### config.mk
export PLATFORM = sky130hd
export DESIGN_NAME = ls597_scan_ctrl_flat
export DESIGN_NICKNAME = d
export VERILOG_FILES = /design/src/rtl/ls597_defs_pkg.sv /design/src/rtl/ls597_scan_ctrl_if.sv /design/src/rtl/ls597_phase_timer.sv /design/src/rtl/ls597_scan_ctrl.sv /design/src/flat_wrapper.sv
export SDC_FILE = /design/constraint.sdc
export NUM_CORES = 1
export LEC_CHECK = 0
export ABC_AREA = 1
export CAP_MARGIN = 0
export CORE_MARGIN = 4
export CORE_UTILIZATION = 54
export DETAILED_ROUTE_END_ITERATION = 10
export HOLD_SLACK_MARGIN = 0.1
export PLACE_DENSITY = 0.88
export SLEW_MARGIN = 20
export SYNTH_ARGS = -nofsm -noshare
export SYNTH_HDL_FRONTEND = slang
export SYNTH_SLANG_ARGS = --single-unit
### constraint.sdc
create_clock -name clk -period 1.93 [get_ports clk]
set_clock_uncertainty 0.1 [all_clocks]
set_input_delay 0.386 -clock clk [delete_from_list [all_inputs] [get_ports clk]]
set_output_delay 0.386 -clock clk [all_outputs]
set_load 0.005 [all_outputs]
### src/rtl/ls597_defs_pkg.sv
// Shared state encodings and counter widths
// for the sn74ls597 scan controller.
package ls597_defs;

  localparam int PH_W = 8;

  typedef enum logic [2:0] {
    S_IDLE  = 3'd0,
    S_LATCH = 3'd1,
    S_RLOW  = 3'd2,
    S_LOAD  = 3'd3,
    S_LREL  = 3'd4,
    S_SHI   = 3'd5,
    S_SLO   = 3'd6,
    S_DONE  = 3'd7
  } state_t;

  function automatic int bit_w(input int ndev);
    return $clog2(8 * ndev + 1);
  endfunction

endpackage

### src/rtl/ls597_scan_ctrl_if.sv
// Bus between the scan controller, its
// consumer and the cascaded '597 chain.
interface ls597_scan_ctrl_if #(
  parameter int NDEV = 2
);
  logic                start;
  logic                ack;
  logic                qh;
  logic                rck;
  logic                cload;
  logic                sck;
  logic                sclr;
  logic [8*NDEV-1:0]   data;
  logic                valid;
  logic                busy;

  modport master (
    input  start, ack, qh,
    output rck, cload, sck, sclr,
    output data, valid, busy
  );

  modport slave (
    output start, ack, qh,
    input  rck, cload, sck, sclr,
    input  data, valid, busy
  );
endinterface

### src/rtl/ls597_phase_timer.sv
// Loadable down-counter; tc marks the
// last cycle of a control phase.
module ls597_phase_timer
  import ls597_defs::*;
#(
  parameter int W = PH_W
) (
  input  logic         clk,
  input  logic         rst,
  input  logic         load,
  input  logic [W-1:0] val,
  output logic         tc
);

  logic [W-1:0] cnt;

  always_ff @(posedge clk) begin
    if (rst)
      cnt <= '0;
    else if (load)
      cnt <= val;
    else if (cnt != '0)
      cnt <= cnt - 1'b1;
  end

  assign tc = (cnt == '0);

endmodule

### src/rtl/ls597_scan_ctrl.sv
// Scan controller for a chain of NDEV
// sn74ls597 input shift registers.
module ls597_scan_ctrl
  import ls597_defs::*;
#(
  parameter int NDEV = 2,
  parameter int DIV  = 2
) (
  input logic clk,
  input logic rst,
  ls597_scan_ctrl_if.master bus
);

  localparam int N  = 8 * NDEV;
  localparam int BW = bit_w(NDEV);
  localparam logic [PH_W-1:0] PH_LD =
    PH_W'(DIV - 1);
  localparam logic [BW-1:0] NLAST =
    BW'(N - 1);

  state_t        state, state_n;
  logic [BW-1:0] bits;
  logic [N-1:0]  sh;
  logic [N-1:0]  sh_n;
  logic          tc;
  logic          load;
  logic          smp;

  ls597_phase_timer #(.W(PH_W)) u_tmr (
    .clk  (clk),
    .rst  (rst),
    .load (load),
    .val  (PH_LD),
    .tc   (tc)
  );

  assign sh_n = {sh[N-2:0], bus.qh};

  always_ff @(posedge clk) begin
    if (rst)
      state <= S_IDLE;
    else
      state <= state_n;
  end

  always_comb begin
    state_n = state;
    load    = 1'b0;
    smp     = 1'b0;
    unique case (state)
      S_IDLE:
        if (bus.start) begin
          state_n = S_LATCH;
          load    = 1'b1;
        end
      S_LATCH:
        if (tc) begin
          state_n = S_RLOW;
          load    = 1'b1;
        end
      S_RLOW:
        if (tc) begin
          state_n = S_LOAD;
          load    = 1'b1;
        end
      S_LOAD:
        if (tc) begin
          state_n = S_LREL;
          load    = 1'b1;
        end
      S_LREL, S_SLO:
        if (tc) begin
          smp     = 1'b1;
          load    = 1'b1;
          state_n = (bits == NLAST) ?
                    S_DONE : S_SHI;
        end
      S_SHI:
        if (tc) begin
          state_n = S_SLO;
          load    = 1'b1;
        end
      S_DONE:
        if (bus.ack)
          state_n = S_IDLE;
      default:
        state_n = S_IDLE;
    endcase
  end

  // data only moves on the final sample
  always_ff @(posedge clk) begin
    if (rst) begin
      bits     <= '0;
      sh       <= '0;
      bus.data <= '0;
    end else begin
      if (state == S_IDLE && bus.start)
        bits <= '0;
      if (smp) begin
        sh   <= sh_n;
        bits <= bits + 1'b1;
      end
      if (smp && state_n == S_DONE)
        bus.data <= sh_n;
    end
  end

  always_ff @(posedge clk) begin
    if (rst) begin
      bus.rck   <= 1'b0;
      bus.cload <= 1'b1;
      bus.sck   <= 1'b0;
      bus.sclr  <= 1'b0;
      bus.valid <= 1'b0;
      bus.busy  <= 1'b0;
    end else begin
      bus.rck   <= (state_n == S_LATCH);
      bus.cload <= (state_n != S_LOAD);
      bus.sck   <= (state_n == S_SHI);
      bus.sclr  <= 1'b1;
      bus.valid <= (state_n == S_DONE);
      bus.busy  <= (state_n != S_IDLE) &&
                   (state_n != S_DONE);
    end
  end

endmodule

### src/flat_wrapper.sv
// flat-port wrapper written by rule: the top's interface ports become plain ports
module ls597_scan_ctrl_flat import ls597_defs::*;
#(
  parameter int NDEV = 2,
  parameter int DIV  = 2
)
  (clk, rst, bus_start, bus_ack, bus_qh, bus_rck, bus_cload, bus_sck, bus_sclr, bus_data, bus_valid, bus_busy);
  ls597_scan_ctrl_if #(.NDEV(NDEV)) bus_i ();
  input logic clk;
  input logic rst;
  input wire logic [$bits(bus_i.start)-1:0] bus_start;
  input wire logic [$bits(bus_i.ack)-1:0] bus_ack;
  input wire logic [$bits(bus_i.qh)-1:0] bus_qh;
  output wire logic [$bits(bus_i.rck)-1:0] bus_rck;
  output wire logic [$bits(bus_i.cload)-1:0] bus_cload;
  output wire logic [$bits(bus_i.sck)-1:0] bus_sck;
  output wire logic [$bits(bus_i.sclr)-1:0] bus_sclr;
  output wire logic [$bits(bus_i.data)-1:0] bus_data;
  output wire logic [$bits(bus_i.valid)-1:0] bus_valid;
  output wire logic [$bits(bus_i.busy)-1:0] bus_busy;
  assign bus_i.start = bus_start;
  assign bus_i.ack = bus_ack;
  assign bus_i.qh = bus_qh;
  assign bus_rck = bus_i.rck;
  assign bus_cload = bus_i.cload;
  assign bus_sck = bus_i.sck;
  assign bus_sclr = bus_i.sclr;
  assign bus_data = bus_i.data;
  assign bus_valid = bus_i.valid;
  assign bus_busy = bus_i.busy;
  ls597_scan_ctrl #(.NDEV(NDEV), .DIV(DIV)) u_core (.clk(clk), .rst(rst), .bus(bus_i));
endmodule
# [After elaboration in Yosys (flattened, before gate mapping)]
# Index checks and enable logic that the tools add are counted.
[totals] ff_bits=53 output_inout_bits=22 word_cells=57
[classes] addsub=2 n_eq_ne=13 n_mux=18 n_reduce_logical=12
[ops] cell="$mux W3" count=7
[ops] cell="$pmux W3 S7" count=1
[ops] cell="$eq A3 B3 Y1 const B" count=6
[ops] cell="$mux W5" count=2
[ops] cell="$logic_not A8 Y1" count=1
[ops] cell="$reduce_bool A8 Y1" count=1
[ops] cell="$sub A8 B1 Y8 const B" count=1
[ops] cell="$eq A3 B1 Y1 const B" count=2
[ops] cell="$eq A3 B2 Y1 const B" count=2
[ops] cell="$mux W1" count=6
[ops] cell="$reduce_or A6 Y1" count=1
[ops] cell="$add A5 B1 Y5 const B" count=1
[ops] cell="$eq A5 B4 Y1 const B" count=1
[ops] cell="$reduce_bool A2 Y1" count=2
[ops] cell="$reduce_or A2 Y1" count=2
[ops] cell="$logic_and A1 B1 Y1" count=3
[ops] cell="$logic_not A3 Y1" count=1
[ops] cell="$ne A3 B2 Y1 const B" count=1
[ops] cell="$ne A3 B3 Y1 const B" count=1
[ops] cell="$reduce_bool A3 Y1" count=1
[ops] cell="$mux W2" count=1
[ops] cell="$pmux W1 S2" count=1

# [Depth between registers and ports, before layout]
[depth] ltp_word=6 mapped_depth=11

# [Hierarchy]
# A second synthesis with hierarchy kept.
[hier_totals] hier_cells=313 area_unflattened_um2=2296.0
[modules_own_cells] mod="ls597_scan_ctrl" n_inst=1 cells_per_inst=243 area_each_um2=1823.0
[modules_own_cells] mod="ls597_phase_timer" n_inst=1 cells_per_inst=70 area_each_um2=473.0

# [Worst setup path after synthesis]
# OpenSTA, ideal clock, no wires.
[synth_timing] kind="reg-to-reg" start="reg u_core.bits[0]" end="reg u_core.bus.busy" setup_ns=0.112 t_arrival_ns=1.341 t_required_ns=1.718 slack_ns=0.377 stages_incl_launch_ff=11 n_path_buf=0 synth_period_minus_slack_ns=1.553 path_cell_list="dfxtp_1 ha_1 nand2_1 nor2_1 ha_1 nand3_4 clkinv_2 nor2_1 nand2_1 nand2_1 nand2_1"
[synth_between] elab_chain_len=6
[synth_lines] item="start: declaration" line="ls597_scan_ctrl.sv:22" source="logic [BW-1:0] bits;"
[synth_lines] item="start signal: assignment" line="ls597_scan_ctrl.sv:102" source="bits <= bits + 1'b1;"
[synth_lines] item="$eq A5 B4 Y1 (*)" line="ls597_scan_ctrl.sv:75" source="state_n = (bits == NLAST) ?"
[synth_lines] item="$mux W2 (*)" line="ls597_scan_ctrl.sv:75"
[synth_lines] item="$mux W3 (*)" line="ls597_scan_ctrl.sv:72" source="if (tc) begin"
[synth_lines] item="$pmux W3 S7 (*)" line="ls597_scan_ctrl.sv:50" source="unique case (state)"
[synth_lines] item="$ne A3 B3 Y1 / $reduce_bool A3 Y1 (equally long branches)" line="ls597_scan_ctrl.sv:124, ls597_scan_ctrl.sv:123"
[synth_lines] item="$logic_and A1 B1 Y1 (*)" line="ls597_scan_ctrl.sv:123" source="bus.busy <= (state_n != S_IDLE) &&"
[synth_lines] item="end signal: assignment" line="ls597_scan_ctrl.sv:123"
[synth_lines] item="end: declaration" line="ls597_scan_ctrl_if.sv:20" source="output data, valid, busy"
# Mark *: on every way between the ends. The rest lies on a longest branch, timed or not.
# A chain may end at the register's enable or synchronous reset.

# [Worst setup path in the final report]
[layout_timing] start="reg u_core.u_tmr.cnt[0]" end="reg u_core.bus.busy"
[layout_between] elab_chain_len=5
[layout_lines] item="start: declaration" line="ls597_phase_timer.sv:15" source="logic [W-1:0] cnt;"
[layout_lines] item="start signal: assignment" line="ls597_phase_timer.sv:21" source="cnt <= val;"
[layout_lines] item="start signal: assignment" line="ls597_phase_timer.sv:23" source="cnt <= cnt - 1'b1;"
[layout_lines] item="$logic_not A8 Y1 (*)" line="ls597_phase_timer.sv:26" source="assign tc = (cnt == '0);"
[layout_lines] item="$mux W3, on equally long branches"
[layout_lines] item="$pmux W3 S7 (*)" line="ls597_scan_ctrl.sv:50"
[layout_lines] item="$ne A3 B3 Y1 / $reduce_bool A3 Y1 (equally long branches)" line="ls597_scan_ctrl.sv:124, ls597_scan_ctrl.sv:123"
[layout_lines] item="$logic_and A1 B1 Y1 (*)" line="ls597_scan_ctrl.sv:123"
# Marks and branches as above.

==> impl_metrics.json <==
{
  "ioPinCount": 27,
  "grt_max_degree": 26,
  "drt-met1-wl_mm": 1.86,
  "critPathTopFamily": "simple AND/OR/NAND/NOR gates",
  "fin_util": 0.687,
  "cp_cell_sequence": "inv_1 > ha_1 > nand2_2 > o21ai_0 > nand3_1 > nor2_2 > nand2_1 > nand2_1 > nand2_1",
  "grt_pass1_wl_mm": 7.30,
  "overflow": 0,
  "dpl.hpwl_mm": 2.83,
  "yosysSeqAreaShare": 0.496,
  "drcViolationCount": 0,
  "cp.required_ns": 2.04,
  "dr.pass1.iters": 4,
  "period_share": 0.914,
  "synth_nets": 286,
  "ant_nets": 0,
  "holdBufCountCts": 0,
  "syn_area_um2": 2140,
  "drive_gt1_frac": 0.0844,
  "fillCellCount": 322,
  "routed.top_layer": "met4",
  "cts.sinks": 53,
  "synth_warnings": 0,
  "synth_top_cell_area_share": 0.496,
  "met2WireLength_mm": 1.95,
  "fin_crit_ns": 1.76,
  "rsz0062_at_grt": "no",
  "max_cap_violations": 0,
  "ctsResizeCount": 0,
  "status": "finished clean",
  "hold_viol": 0,
  "die_w_um": 70.9,
  "start_util": 0.572,
  "ir_drop_v": 0.000578,
  "cts_buffers": 5,
  "crit_path_frequent_cell": "nand2_1",
  "synthTopCellsByArea": "dfxtp_1 (50%), nor2_1 (15%), o21ai_0 (5.8%)",
  "worstPathMaxFanout": 4,
  "synth-seq-cells": 53,
  "wl_met3_um": 120,
  "finalSetupTns_ns": 0,
  "cp.buffers_inverters": 1,
  "fp.dieH_um": 70.9,
  "grt_pass1_vias": 1699,
  "antenna_found_initial": 0,
  "slowest_stage": "dfxtp_1",
  "rows": 22,
  "fin_hold_ws_ns": 0.371,
  "worst_pin_slew_ns": 0.345,
  "crit_type": "reg -> reg",
  "gp_congestion": 0.825,
  "cp.arrival_ns": 1.87,
  "synth.distinct_cells": 29,
  "coreArea_um2": 3740,
  "antenna_cells": 0,
  "h-tree-depth": 2,
  "finalSetupViolCount": 0,
  "cts_setup_buffers": 0,
  "clk_pin_slew_ns": 0.09,
  "end_kind": "flop",
  "cts_tree": "done",
  "avgSynthCellArea_um2": 7.70,
  "nets": 315,
  "syn_inst": 278,
  "cp-start-kind": "flop",
  "area_delta_synth_final_pct": 20.2,
  "cts_buffer_depth": 2,
  "grtUsageTotal": 0.177,
  "totalWireLength_mm": 3.99,
  "max_freq_mhz": 567,
  "slew_headroom": 0.768,
  "numPortBuffers": 26,
  "die-area_um2": 5030,
  "drt_iter0_drc": 61,
  "route.vias.total": 1779,
  "synth_largest_area_cell": "dfxtp_1",
  "vias_per_cell": 5.00,
  "hp-class": "reg -> reg",
  "p_per_area_nw_per_um2": 1090,
  "clk_latency_ns": 0.30,
  "leakage_nw": 1.14,
  "wl_per_cell_um": 11.2,
  "drv_slew": 0,
  "cts_root_buffer": "clkbuf_8",
  "critPathMaxStageDelay_ns": 0.33
}
placed cells by master, fill, tap and decap left out:
master,instances
nand4_1,3
nor3_1,2
xnor2_1,1
ha_1,3
nand3_1,11
inv_1,17
dfxtp_1,53
nand3_2,1
or2_0,1
clkdlybuf4s50_1,26
o21ai_0,25
clkinv_2,1
inv_4,1
o21ai_1,10
a21oi_1,8
nor2_2,3
nor2_4,1
nand2_1,28
clkinvlp_4,1
clkinv_1,1
nand2_2,1
xor2_1,7
and3_1,1
bufinv_16,1
nor2_8,1
nand3_4,1
nor2_1,85
clkbuf_8,6
nand2_4,2
buf_4,5
inv_2,1
logic make-up (layout without fill, tap and decap cells):
family                   after synthesis  count (layout)  share of synthesized area
AO/OA/AOI/OAI                         43              43                      0.101
XOR/XNOR                               8               8                     0.0327
adder cells (fa/ha/maj)                3               3                     0.0175
buffers and inverters                 30              60                     0.0614
flip-flops                            53              53                      0.496
AND/OR/NAND/NOR                      141             141                      0.292
worst paths after layout:
| check | from | to | slack [ns] | cells after the start |
|---|---|---|---|---|
| worst min register to register | u_core.bits[3] | u_core.bits[3] | 0.37 | 2 |
| worst max-delay path | u_core.u_tmr.cnt[0] | u_core.bus.busy | 0.17 | 9 |
| worst min-delay path | u_core.bits[3] | u_core.bits[3] | 0.37 | 2 |
| worst max register to register | u_core.u_tmr.cnt[0] | u_core.bus.busy | 0.17 | 9 |
worst register-to-register path, stage by stage (launching register included):
cell	delay (ns)
dfxtp_1	0.33
inv_1	0.09
ha_1	0.24
nand2_2	0.12
o21ai_0	0.33
nand3_1	0.15
nor2_2	0.14
nand2_1	0.07
nand2_1	0.06
nand2_1	0.04
routing by layer:
metal / GRT usage / up-vias
li1: - / 936
met1: 0.215 / 809
met2: 0.307 / 29
met3: 0.0384 / 5
met4: 0.0626 / 0
met5: 0 / -
power breakdown:
| part | internal, W | leakage [nW] | total (W) | switching [W] |
|---|---|---|---|---|
| logic | 0.000309 | 0.651 | 0.000786 | 0.000478 |
| registers | 0.00118 | 0.429 | 0.00125 | 0.0000670 |
| clock network | 0.000422 | 0.0574 | 0.000771 | 0.000350 |
| total | 0.00191 | 1.14 | 0.00281 | 0.000895 |
final cells by class:
cell class / instances / area [um^2] / share of cell area
Clock buffer: 6 / 82.6 / 0.0321
Clock inverter: 2 / 37.5 / 0.0146
Inverter: 21 / 82.6 / 0.0321
Multi-Input combinational cell: 195 / 950 / 0.369
Sequential cell: 53 / 1060 / 0.413
Tap cell: 48 / 60.1 / 0.0234
Timing Repair Buffer: 31 / 298 / 0.116
cell usage after synthesis (all sizes together):
cell,n
nor2,90
dfxtp,53
o21ai,35
nand2,31
inv,18
nand3,13
a21oi,8
xor2,7
buf,6
clkbuf,3
clkinv,3
ha,3
nand4,3
nor3,2
and3,1
or2,1
xnor2,1
metrics by stage:
stage / worst slack (ns) / std cells / total power [W] / instance area, um^2
detailed placement: 0.113 / 348 / 0.00206 / 2450
global route: 0.0170 / 356 / 0.00298 / 2570
finish: 0.166 / 356 / 0.00281 / 2570
CTS: 0.0944 / 356 / 0.00282 / 2570
global placement: 0.207 / 348 / 0.00203 / 2450
floorplan: 0.377 / 278 / 0.00189 / 2140
state kept, by name (all words and copies together), names as in the netlist, 3 cells and up:
name              count
u_core.bits           5
u_core.bus.data      16
u_core.sh            15
u_core.state          3
u_core.u_tmr.cnt      8
(Power assumes the default switching activity.)
==> variant (config.mk and constraints unchanged) <==
`PH_W`: 8 -> 9.
--- a/src/rtl/ls597_defs_pkg.sv
+++ b/src/rtl/ls597_defs_pkg.sv
@@ -2,7 +2,7 @@
 // for the sn74ls597 scan controller.
 package ls597_defs;
 
-  localparam int PH_W = 8;
+  localparam int PH_W = 9;
 
   typedef enum logic [2:0] {
     S_IDLE  = 3'd0,
Check against the original RTL: same outputs for any inputs over 10 cycles, from zero or initial values and one cycle with rst high; that may be too few to reach the edited logic, so the function may still have changed.
==> variant against the unedited design <==
Area after synthesis increased by 10%; sequential share of layout area shrank 5.6 points; the run now ends with negative setup slack left; final area rose by 19%; via count increased by 19%; setup slack got worse by 210 ps; wire length up 41%; first-iteration DRC count rose by 120%; total power increased by 20%; worst hold slack lost 3.4 ps; non-clock buffer count increased by 17; sequential cell count rose by 1.
==> variant: results (changes against the unedited design) <==
Outcome
  • Status: finished, violations left (was finished, final reports clean)
  • Failing checks: negative setup slack

Worst setup path
  • Worst-case reg-to-reg path depth: 11 (was 9)
  • Worst r2r src: u_core.bits[0]$_SDFFE_PP0P_ (was u_core.u_tmr.cnt[0]$_SDFFE_PP0P_)
  • R2r setup slk: -40 ps (was 170 ps)
  • Worst EP arrival: 2140 ps (was 1870 ps)
  • Worst setup path end: u_core.bus.data[15]$_SDFFE_PP0P_ (was u_core.bus.busy$_SDFF_PP0_)
  • CP max FO: 8 (was 4)

Power and ir drop
  • Clock Power: 0.685 mW (was 0.771 mW)
  • P_leak: 1.27 nW (was 1.14 nW)
  • Internal power: 2.08 mW (was 1.91 mW)
  • Peak VDD IR: 0.777 mV (was 0.578 mV)
  • Power Sequential: 1.27 mW
  • NetSw: 1.28 mW (was 0.895 mW)

Route
  • Vias post-DR: 2120 (was 1779)
  • Met2 wire length: 2880 um (was 1950 um)
  • Met3 wire len: 221 um (was 120 um)
  • Wirelength, routed: 5640 um (was 3990 um)
  • DRT iter0 DRCs: 136 (was 61)
  • Metal-1 WL: 2420 um (was 1860 um)

Global route
  • Global Route met2 Usage: 34.3% (was 30.7%)
  • GRT Util Overall: 19.5% (was 17.7%)
  • GR Util met3: 5.14% (was 3.84%)
  • Antenna violations before repair: 0 (unchanged)
  • First-pass GRT wire length: 8230 um (was 7300 um)
  • Largest net degree at the start of global routing: 23 (was 26)
  • GRT met1 Usage: 22.4% (was 21.5%)
  • Vias in the first global route: 1956 (was 1699)

Synth
  • Syn_nets: 310 (was 286)
  • Compound-gate portion of the synthesized area: 4.82% (was 10.1%)
  • Post-synth top cells: nor2_1, dfxtp_1, nand2_1 (unchanged)
  • Synth Area in Adders: 2.12% (was 1.75%)
  • Cell variety after synth: 31 (was 29)
  • XOR/XNOR share of the synthesized area: 2.23% (was 3.27%)
  • Largest cells by area after synthesis: dfxtp_1, nor2_1, nand2_1 (was dfxtp_1, nor2_1, o21ai_0)
  • Syn Area/Cell: 7.84 um^2 (was 7.70 um^2)
  • Sequential area share after synthesis: 45.8% (was 49.6%)

Placed design
  • Cells after DPL: 384 (was 348)
  • HPWL after detailed placement: 3290 um (was 2830 um)
  • Routability cong.: 0.839 (was 0.825)
  • Cell Area, Placed: 2780 um^2 (was 2450 um^2)
  • Worst slack, placed: -113 ps (was 113 ps)

Layout
  • Layout cell share with drive strength beyond 1: 28.3% (was 8.44%)
  • Non-filler cells, final: 396 (was 356)
  • Leading registers by flop count: u_core.bus.data x16, u_core.sh x15, u_core.u_tmr.cnt x9 (was u_core.bus.data x16, u_core.sh x15, u_core.u_tmr.cnt x8)
  • Final #Nets: 354 (was 315)

STA
  • Fin worst setup slack: -44.1 ps (was 166 ps)
  • Max_slew headroom: 74.9% (was 76.8%)
  • Hold_ws: 367 ps (was 371 ps)
  • Setup TNS: -241 ps (was 0 ps)
  • Final setup viols: 10 (was 0)

Clocking
  • Clk_lat worst skew: 320 ps (was 300 ps)
  • Clock tree root buffer cell: clkbuf_8 (unchanged)
[variant: cell count changes after synthesis, sizes merged, moves of 2 or more]
cell / change
a211oi: +2
a21oi: +2
buf: +2
clkinv: -3
inv: +9
nand2: +18
nand3: +15
nand4: +2
nor2: -15
nor3: +18
o21ai: -32
[variant: worst max-delay path, stage by stage, from the launching register on]
cell and delay (ps):
dfxtp_2 370, ha_4 140, inv_2 40, nor3_2 110, ha_2 190, nand3b_1 180, nand3_4 110, nand2_4 100
nand3_4 140, nor2_8 240, nor2_1 80, nor2_1 110
[variant: layout make-up]
type | instances | area (um^2)
repair buffers | 48 | 467
fillers | 281 | 1070
clock inverters | 2 | 16.3
multi-input cells | 209 | 1230
flip-flops and latches | 54 | 1090
inverters | 27 | 101
well taps | 50 | 62.6
clock buffers | 6 | 82.6
[variant: repair_timing]
action,in CTS,in global routing
pin swaps,0,10
endpoints found under the setup margin,3,41
buffers inserted,0,3
gates resized for setup,3,38
cloned,0,1
